==> config.mk <==
export PLATFORM = sky130hd
export DESIGN_NAME = wavetable_voice_gen
export DESIGN_NICKNAME = d
export VERILOG_FILES = /design/src/rtl/wavetable_voice_gen.sv
export SDC_FILE = /design/constraint.sdc
export NUM_CORES = 2
export LEC_CHECK = 0
export ABC_AREA = 1
export CAP_MARGIN = 20
export CORE_UTILIZATION = 33
export CTS_BUF_LIST = sky130_fd_sc_hd__clkbuf_2
export DETAILED_ROUTE_END_ITERATION = 8
export SYNTH_ARGS = -nofsm -noshare
export SYNTH_HDL_FRONTEND = slang
export SYNTH_SLANG_ARGS = --single-unit
==> constraint.sdc <==
create_clock -name i_clk -period 11.6 [get_ports i_clk]
set_input_delay 2.9 -clock i_clk [delete_from_list [all_inputs] [get_ports i_clk]]
set_output_delay 2.9 -clock i_clk [all_outputs]
set_load 0.05 [all_outputs]
==> src/rtl/wavetable_voice_gen.sv <==
// Time-multiplexed wavetable voice generator: one voice per cycle is looked up,
// scaled by its envelope level and summed into a saturated sample per frame.
module wavetable_voice_gen #(
  parameter int NUM_VOICES   = 4,
  parameter int TBL_AW       = 6,
  parameter int PHASE_W      = 24,
  parameter int OUT_W        = 16,
  parameter int NUM_TIMBRES  = 2,
  parameter int ATTACK_STEP  = 16,
  parameter int RELEASE_STEP = 8,
  localparam int VW = $clog2(NUM_VOICES),
  localparam int TW = (NUM_TIMBRES > 1) ? $clog2(NUM_TIMBRES) : 1
) (
  input  logic               i_clk,
  input  logic               i_rst,
  input  logic               i_sample_tick,
  input  logic               i_cfg_valid,
  input  logic [VW-1:0]      i_cfg_voice,
  input  logic [PHASE_W-1:0] i_cfg_phase_inc,
  input  logic [TW-1:0]      i_cfg_timbre,
  input  logic               i_cfg_gate,
  input  logic               i_tbl_we,
  input  logic [TW-1:0]      i_tbl_sel,
  input  logic [TBL_AW-1:0]  i_tbl_addr,
  input  logic [OUT_W-1:0]   i_tbl_data,
  output logic               o_cfg_ready,
  output logic [OUT_W-1:0]   o_sample,
  output logic               o_sample_valid,
  output logic               o_busy,
  output logic               o_overrun
);

  localparam int SUM_W     = OUT_W + VW;
  localparam int PROD_W    = OUT_W + 9;
  localparam int TBL_DEPTH = 2 ** (TW + TBL_AW);
  localparam logic signed [SUM_W-1:0] SAT_MAX = {{(VW + 1){1'b0}}, {(OUT_W - 1){1'b1}}};
  localparam logic signed [SUM_W-1:0] SAT_MIN = {{(VW + 1){1'b1}}, {(OUT_W - 1){1'b0}}};

  // state | meaning
  // IDLE  | waiting for a sample tick, config and table writes accepted
  // RUN   | issuing one voice lookup per cycle
  // DRAIN | last voice travelling through the multiply/accumulate pipeline
  typedef enum logic [1:0] {S_IDLE, S_RUN, S_DRAIN} state_t;

  state_t r_state;
  state_t w_state_nxt;

  logic [PHASE_W-1:0] r_phase  [NUM_VOICES];
  logic [PHASE_W-1:0] r_inc    [NUM_VOICES];
  logic [7:0]         r_level  [NUM_VOICES];
  logic               r_gate   [NUM_VOICES];
  logic [TW-1:0]      r_timbre [NUM_VOICES];
  logic [VW-1:0]      r_voice;

  logic [OUT_W-1:0]   r_tbl [TBL_DEPTH];
  logic [OUT_W-1:0]   r_p1_word;
  logic [7:0]         r_p1_level;
  logic               r_p1_vld;
  logic               r_p1_last;
  logic signed [SUM_W-1:0] r_p2_prod;
  logic               r_p2_vld;
  logic               r_p2_last;
  logic signed [SUM_W-1:0] r_acc;

  logic               w_busy;
  logic               w_run;
  logic               w_cfg_acc;
  logic               w_tbl_acc;
  logic               w_last_voice;
  logic [8:0]         w_lvl_up;
  logic [7:0]         w_level_nxt;
  logic signed [PROD_W-1:0] w_prod;
  logic signed [SUM_W-1:0]  w_sum;
  logic [OUT_W-1:0]   w_sat;

  assign w_busy       = (r_state != S_IDLE);
  assign w_run        = (r_state == S_RUN);
  assign o_busy       = w_busy;
  assign o_cfg_ready  = !w_busy;
  assign w_cfg_acc    = i_cfg_valid && !w_busy;
  assign w_tbl_acc    = i_tbl_we && !w_busy;
  assign w_last_voice = (r_voice == VW'(NUM_VOICES - 1));

  always_ff @(posedge i_clk or posedge i_rst) begin
    if (i_rst) r_state <= S_IDLE;
    else       r_state <= w_state_nxt;
  end

  always_comb begin
    w_state_nxt = r_state;
    case (r_state)
      S_IDLE:  if (i_sample_tick) w_state_nxt = S_RUN;
      S_RUN:   if (w_last_voice) w_state_nxt = S_DRAIN;
      S_DRAIN: if (r_p2_vld && r_p2_last) w_state_nxt = S_IDLE;
      default: w_state_nxt = S_IDLE;
    endcase
  end

  always_comb begin
    w_lvl_up = {1'b0, r_level[r_voice]} + 9'(ATTACK_STEP);
    if (r_gate[r_voice])
      w_level_nxt = (w_lvl_up > 9'd255) ? 8'hFF : w_lvl_up[7:0];
    else if (r_level[r_voice] < 8'(RELEASE_STEP))
      w_level_nxt = '0;
    else
      w_level_nxt = r_level[r_voice] - 8'(RELEASE_STEP);
  end

  // Config writes only happen in IDLE and voice updates only in RUN, so they never collide.
  always_ff @(posedge i_clk or posedge i_rst) begin
    if (i_rst) begin
      for (int v = 0; v < NUM_VOICES; v++) begin
        r_phase[v]  <= '0;
        r_inc[v]    <= '0;
        r_level[v]  <= '0;
        r_gate[v]   <= 1'b0;
        r_timbre[v] <= '0;
      end
      r_voice <= '0;
    end else begin
      if (w_cfg_acc) begin
        r_inc[i_cfg_voice]    <= i_cfg_phase_inc;
        r_timbre[i_cfg_voice] <= i_cfg_timbre;
        r_gate[i_cfg_voice]   <= i_cfg_gate;
        if (i_cfg_gate && !r_gate[i_cfg_voice]) r_phase[i_cfg_voice] <= '0;
      end
      if (w_run) begin
        r_phase[r_voice] <= r_phase[r_voice] + r_inc[r_voice];
        r_level[r_voice] <= w_level_nxt;
        r_voice          <= r_voice + 1'b1;
      end else begin
        r_voice <= '0;
      end
    end
  end

  // Wavetable storage keeps its contents across reset.
  always_ff @(posedge i_clk) begin
    if (w_tbl_acc) r_tbl[{i_tbl_sel, i_tbl_addr}] <= i_tbl_data;
    if (w_run) r_p1_word <= r_tbl[{r_timbre[r_voice], r_phase[r_voice][PHASE_W-1 -: TBL_AW]}];
  end

  assign w_prod = PROD_W'($signed(r_p1_word)) * PROD_W'($signed({1'b0, r_p1_level}));
  assign w_sum  = r_acc + r_p2_prod;

  always_comb begin
    if (w_sum > SAT_MAX)      w_sat = SAT_MAX[OUT_W-1:0];
    else if (w_sum < SAT_MIN) w_sat = SAT_MIN[OUT_W-1:0];
    else                      w_sat = w_sum[OUT_W-1:0];
  end

  always_ff @(posedge i_clk or posedge i_rst) begin
    if (i_rst) begin
      r_p1_vld       <= 1'b0;
      r_p1_last      <= 1'b0;
      r_p1_level     <= '0;
      r_p2_vld       <= 1'b0;
      r_p2_last      <= 1'b0;
      r_p2_prod      <= '0;
      r_acc          <= '0;
      o_sample       <= '0;
      o_sample_valid <= 1'b0;
      o_overrun      <= 1'b0;
    end else begin
      r_p1_vld       <= w_run;
      r_p1_last      <= w_run && w_last_voice;
      r_p1_level     <= r_level[r_voice];
      r_p2_vld       <= r_p1_vld;
      r_p2_last      <= r_p1_last;
      r_p2_prod      <= SUM_W'(w_prod >>> 8);
      o_sample_valid <= 1'b0;
      if (r_p2_vld) begin
        if (r_p2_last) begin
          o_sample       <= w_sat;
          o_sample_valid <= 1'b1;
          r_acc          <= '0;
        end else begin
          r_acc <= w_sum;
        end
      end
      if (i_sample_tick && w_busy) o_overrun <= 1'b1;
    end
  end

endmodule

==> results.json <==
{
  "ys_warn_count": 0,
  "whs_path_depth": 0,
  "period_needed_ns": 7.22,
  "yosysTopAreaCellShare_pct": 56.5,
  "cp-start-kind": "flop",
  "cts_setup_buffers": 0,
  "grt_usage_pct": 18.7,
  "clk_latency_ns": 1.90,
  "rows": 211,
  "post_cts_resized": 0,
  "crit_required_ns": 13.12,
  "clk_path_buf_depth": 4,
  "syn_nets": 10700,
  "setup_tns_ns": 0,
  "rsz0062_at_grt": "no",
  "most-common-layout-cells": "nand2_1 (2163), edfxtp_1 (2064), nand3_1 (1986), inv_1 (1303), clkbuf_2 (869)",
  "layout_commonest_cell": "nand2_1",
  "syn2layout_area_growth_pct": 9.26,
  "timing.final.crit_share_pct": 62.2,
  "grt_first_pass_wirelength_um": 479000,
  "clock-skew-final_ns": 0.332,
  "regToRegSetupSlack_ns": 4.38,
  "hp-class": "reg2reg",
  "ys_seq_elements": 2365,
  "drt_first_pass_iters": 6,
  "synthFlopType": "edfxtp_1",
  "die_area_sq_um": 335000,
  "status": "completed",
  "fill_cells": 33000,
  "yosys-top-cells-area": "edfxtp_1 (57%), nand3_1 (9.1%), nand2_1 (7.4%), dfrtp_1 (6.9%), nand3b_1 (4.9%)",
  "worstMarginPinSlew_ns": 1.21,
  "critPathMaxFanout": 186,
  "grt_max_degree": 204,
  "drc_errors": 0,
  "topRoutingLayerUsed": "met5",
  "dpl.hpwl_um": 177000,
  "relSlewSlack_pct": 19.3,
  "dpl_cell_area_sq_um": 115000,
  "cts_hold_buf": 0,
  "gp_congestion": 0.862,
  "finalInstanceArea_sq_um": 120000,
  "final_nets": 10900,
  "coreArea_sq_um": 331000,
  "crit-reg2reg-capture": "r_p1_word[7]$_DFFE_PP_",
  "synthCells": 10400,
  "port_buffers": 75,
  "wl_um": 322000,
  "synth_edf_count": 2064,
  "globalRouteOverflowTotal": 0,
  "timing.fmax_mhz": 139,
  "start_util_pct": 33.2,
  "wl_per_cell_um": 20.9,
  "clock-sinks": 2365,
  "wl_met3_um": 29100,
  "vias": 78300,
  "reg2reg_from": "r_voice[0]$_DFF_PP0_",
  "cts-htree-levels": 6,
  "ios": 76,
  "cp.arrival_ns": 8.74,
  "grt_pass1_vias": 74700,
  "root_buffer": "clkbuf_2",
  "min-delay-start": "r_p1_last$_DFF_PP0_",
  "setup_viol": 0,
  "antenna_found_initial": 20,
  "die_w_um": 579,
  "first_iter_violations": 7969,
  "die_y_um": 579,
  "clk_pin_slew_worst_paths_ns": 0.10,
  "via_per_inst": 5.08,
  "synth_async_sr_flop_share_pct": 12.7,
  "drt-met1-wl_um": 138000,
  "synth.avg_cell_area_sq_um": 10.5,
  "finalMaxSlewViolations": 0,
  "critPathCaptureType": "flop",
  "ys_seq_area_share_pct": 63.4,
  "syn_area_sq_um": 110000,
  "crit_type": "reg2reg",
  "cts_inserted_buffers": 606,
  "r2r_cells": 16,
  "drtAntennaViolNets": 0,
  "drv_cap": 0,
  "drive_above_1_share_pct": 10.8,
  "yosysUniqueCellTypes": 46,
  "synth_area_leader_cell": "edfxtp_1",
  "hold_viol": 0,
  "whs_endpoint": "r_p2_last$_DFF_PP0_",
  "met2_length_um": 144000,
  "tritoncts": "yes"
}
## flip-flops by register name, indices dropped and copies added, names as in the netlist, 4 cells and up
| register | flops |
|---|---|
| r_p1_word | 16 |
| r_timbre | 4 |
| r_inc | 96 |
| r_p1_level | 8 |
| r_level | 32 |
| r_p2_prod | 17 |
| r_phase | 96 |
| o_sample | 16 |
| r_acc | 18 |
| r_tbl | 2048 |
| r_gate | 4 |
## metrics by stage
step	hold slack, ns	setup WS, ns	utilization, %	cells
4_1_cts	0.357	4.54	36.2	15400
6_report	0.354	4.38	36.3	15400
3_3_place_gp	0.332	4.42	34.7	14400
2_1_floorplan	0.331	0.382	-	10400
3_5_place_dp	0.337	4.40	34.7	14400
5_1_grt	0.374	3.97	36.3	15400
## area by class of cell
cell class	instances	area, sq um	area share (%)
antenna	7	17.5	0.0146
inverter	1318	4980	4.15
timing repair buffer	280	2440	2.04
clock inverter	115	901	0.752
multi-input combinational	6090	32200	26.8
tap	4366	5460	4.56
clock buffer	869	4350	3.63
sequential	2365	69500	58.0
## worst max path at each step
stage                          from                     end  slack [ns]  depth (start not counted)
4_1_cts        r_voice[0]$_DFF_PP0_  r_p1_word[6]$_DFFE_PP_        4.54                         16
5_1_grt        r_voice[0]$_DFF_PP0_  r_p1_word[3]$_DFFE_PP_        3.97                         16
2_1_floorplan                 i_rst   o_overrun$_DFFE_PP0P_        0.38                          1
6_report       r_voice[0]$_DFF_PP0_  r_p1_word[7]$_DFFE_PP_        4.38                         16
3_5_place_dp   r_voice[0]$_DFF_PP0_  r_p1_word[6]$_DFFE_PP_        4.40                         16
3_3_place_gp   r_voice[0]$_DFF_PP0_  r_p1_word[3]$_DFFE_PP_        4.42                         16
## synthesized netlist by cell type, types with 32 or more instances
library cell,number
nand2_1,2171
edfxtp_1,2064
nand3_1,1986
inv_1,1306
nand3b_1,722
o21ai_0,400
buf_2,376
dfrtp_1,301
nor2_1,295
clkbuf_1,194
fa_1,103
ha_1,96
a21oi_1,87
buf_4,47
o22ai_1,42
buf_1,35
xor2_1,32
## routing by layer
layer  track usage, %  vias to the layer above
met5                0                        -
met4             6.67                       18
met3             3.72                      595
met2             29.1                     3583
met1             26.1                    38000
li1                 -                    36100
## cells by family after synthesis
group           count (synthesis)  share of synthesized area [%]
buf+inv                      1979                           7.41
compound gates                608                           3.06
xor+xnor                       52                          0.415
flops                        2365                           63.4
fa+ha+maj                     199                           2.98
simple gates                 5231                           22.8
## worst max-delay path, stage by stage (launching register included)
cell and delay (ns):
dfrtp_4 0.69, clkinv_2 0.59, nand2_1 0.19, nand3_4 0.52, buf_4 0.73, buf_4 0.90
buf_12 0.59, buf_4 0.94, nand3b_1 0.14, nand3_1 0.12, nand3_1 0.09, nand3_1 0.16
nand3_1 0.17, nand3_1 0.28, nand2_1 0.25, nand2_1 0.13, nand2_1 0.06
Power is not shown: default switching activity piles up to over one toggle a cycle in this logic, so the estimate is an artifact.
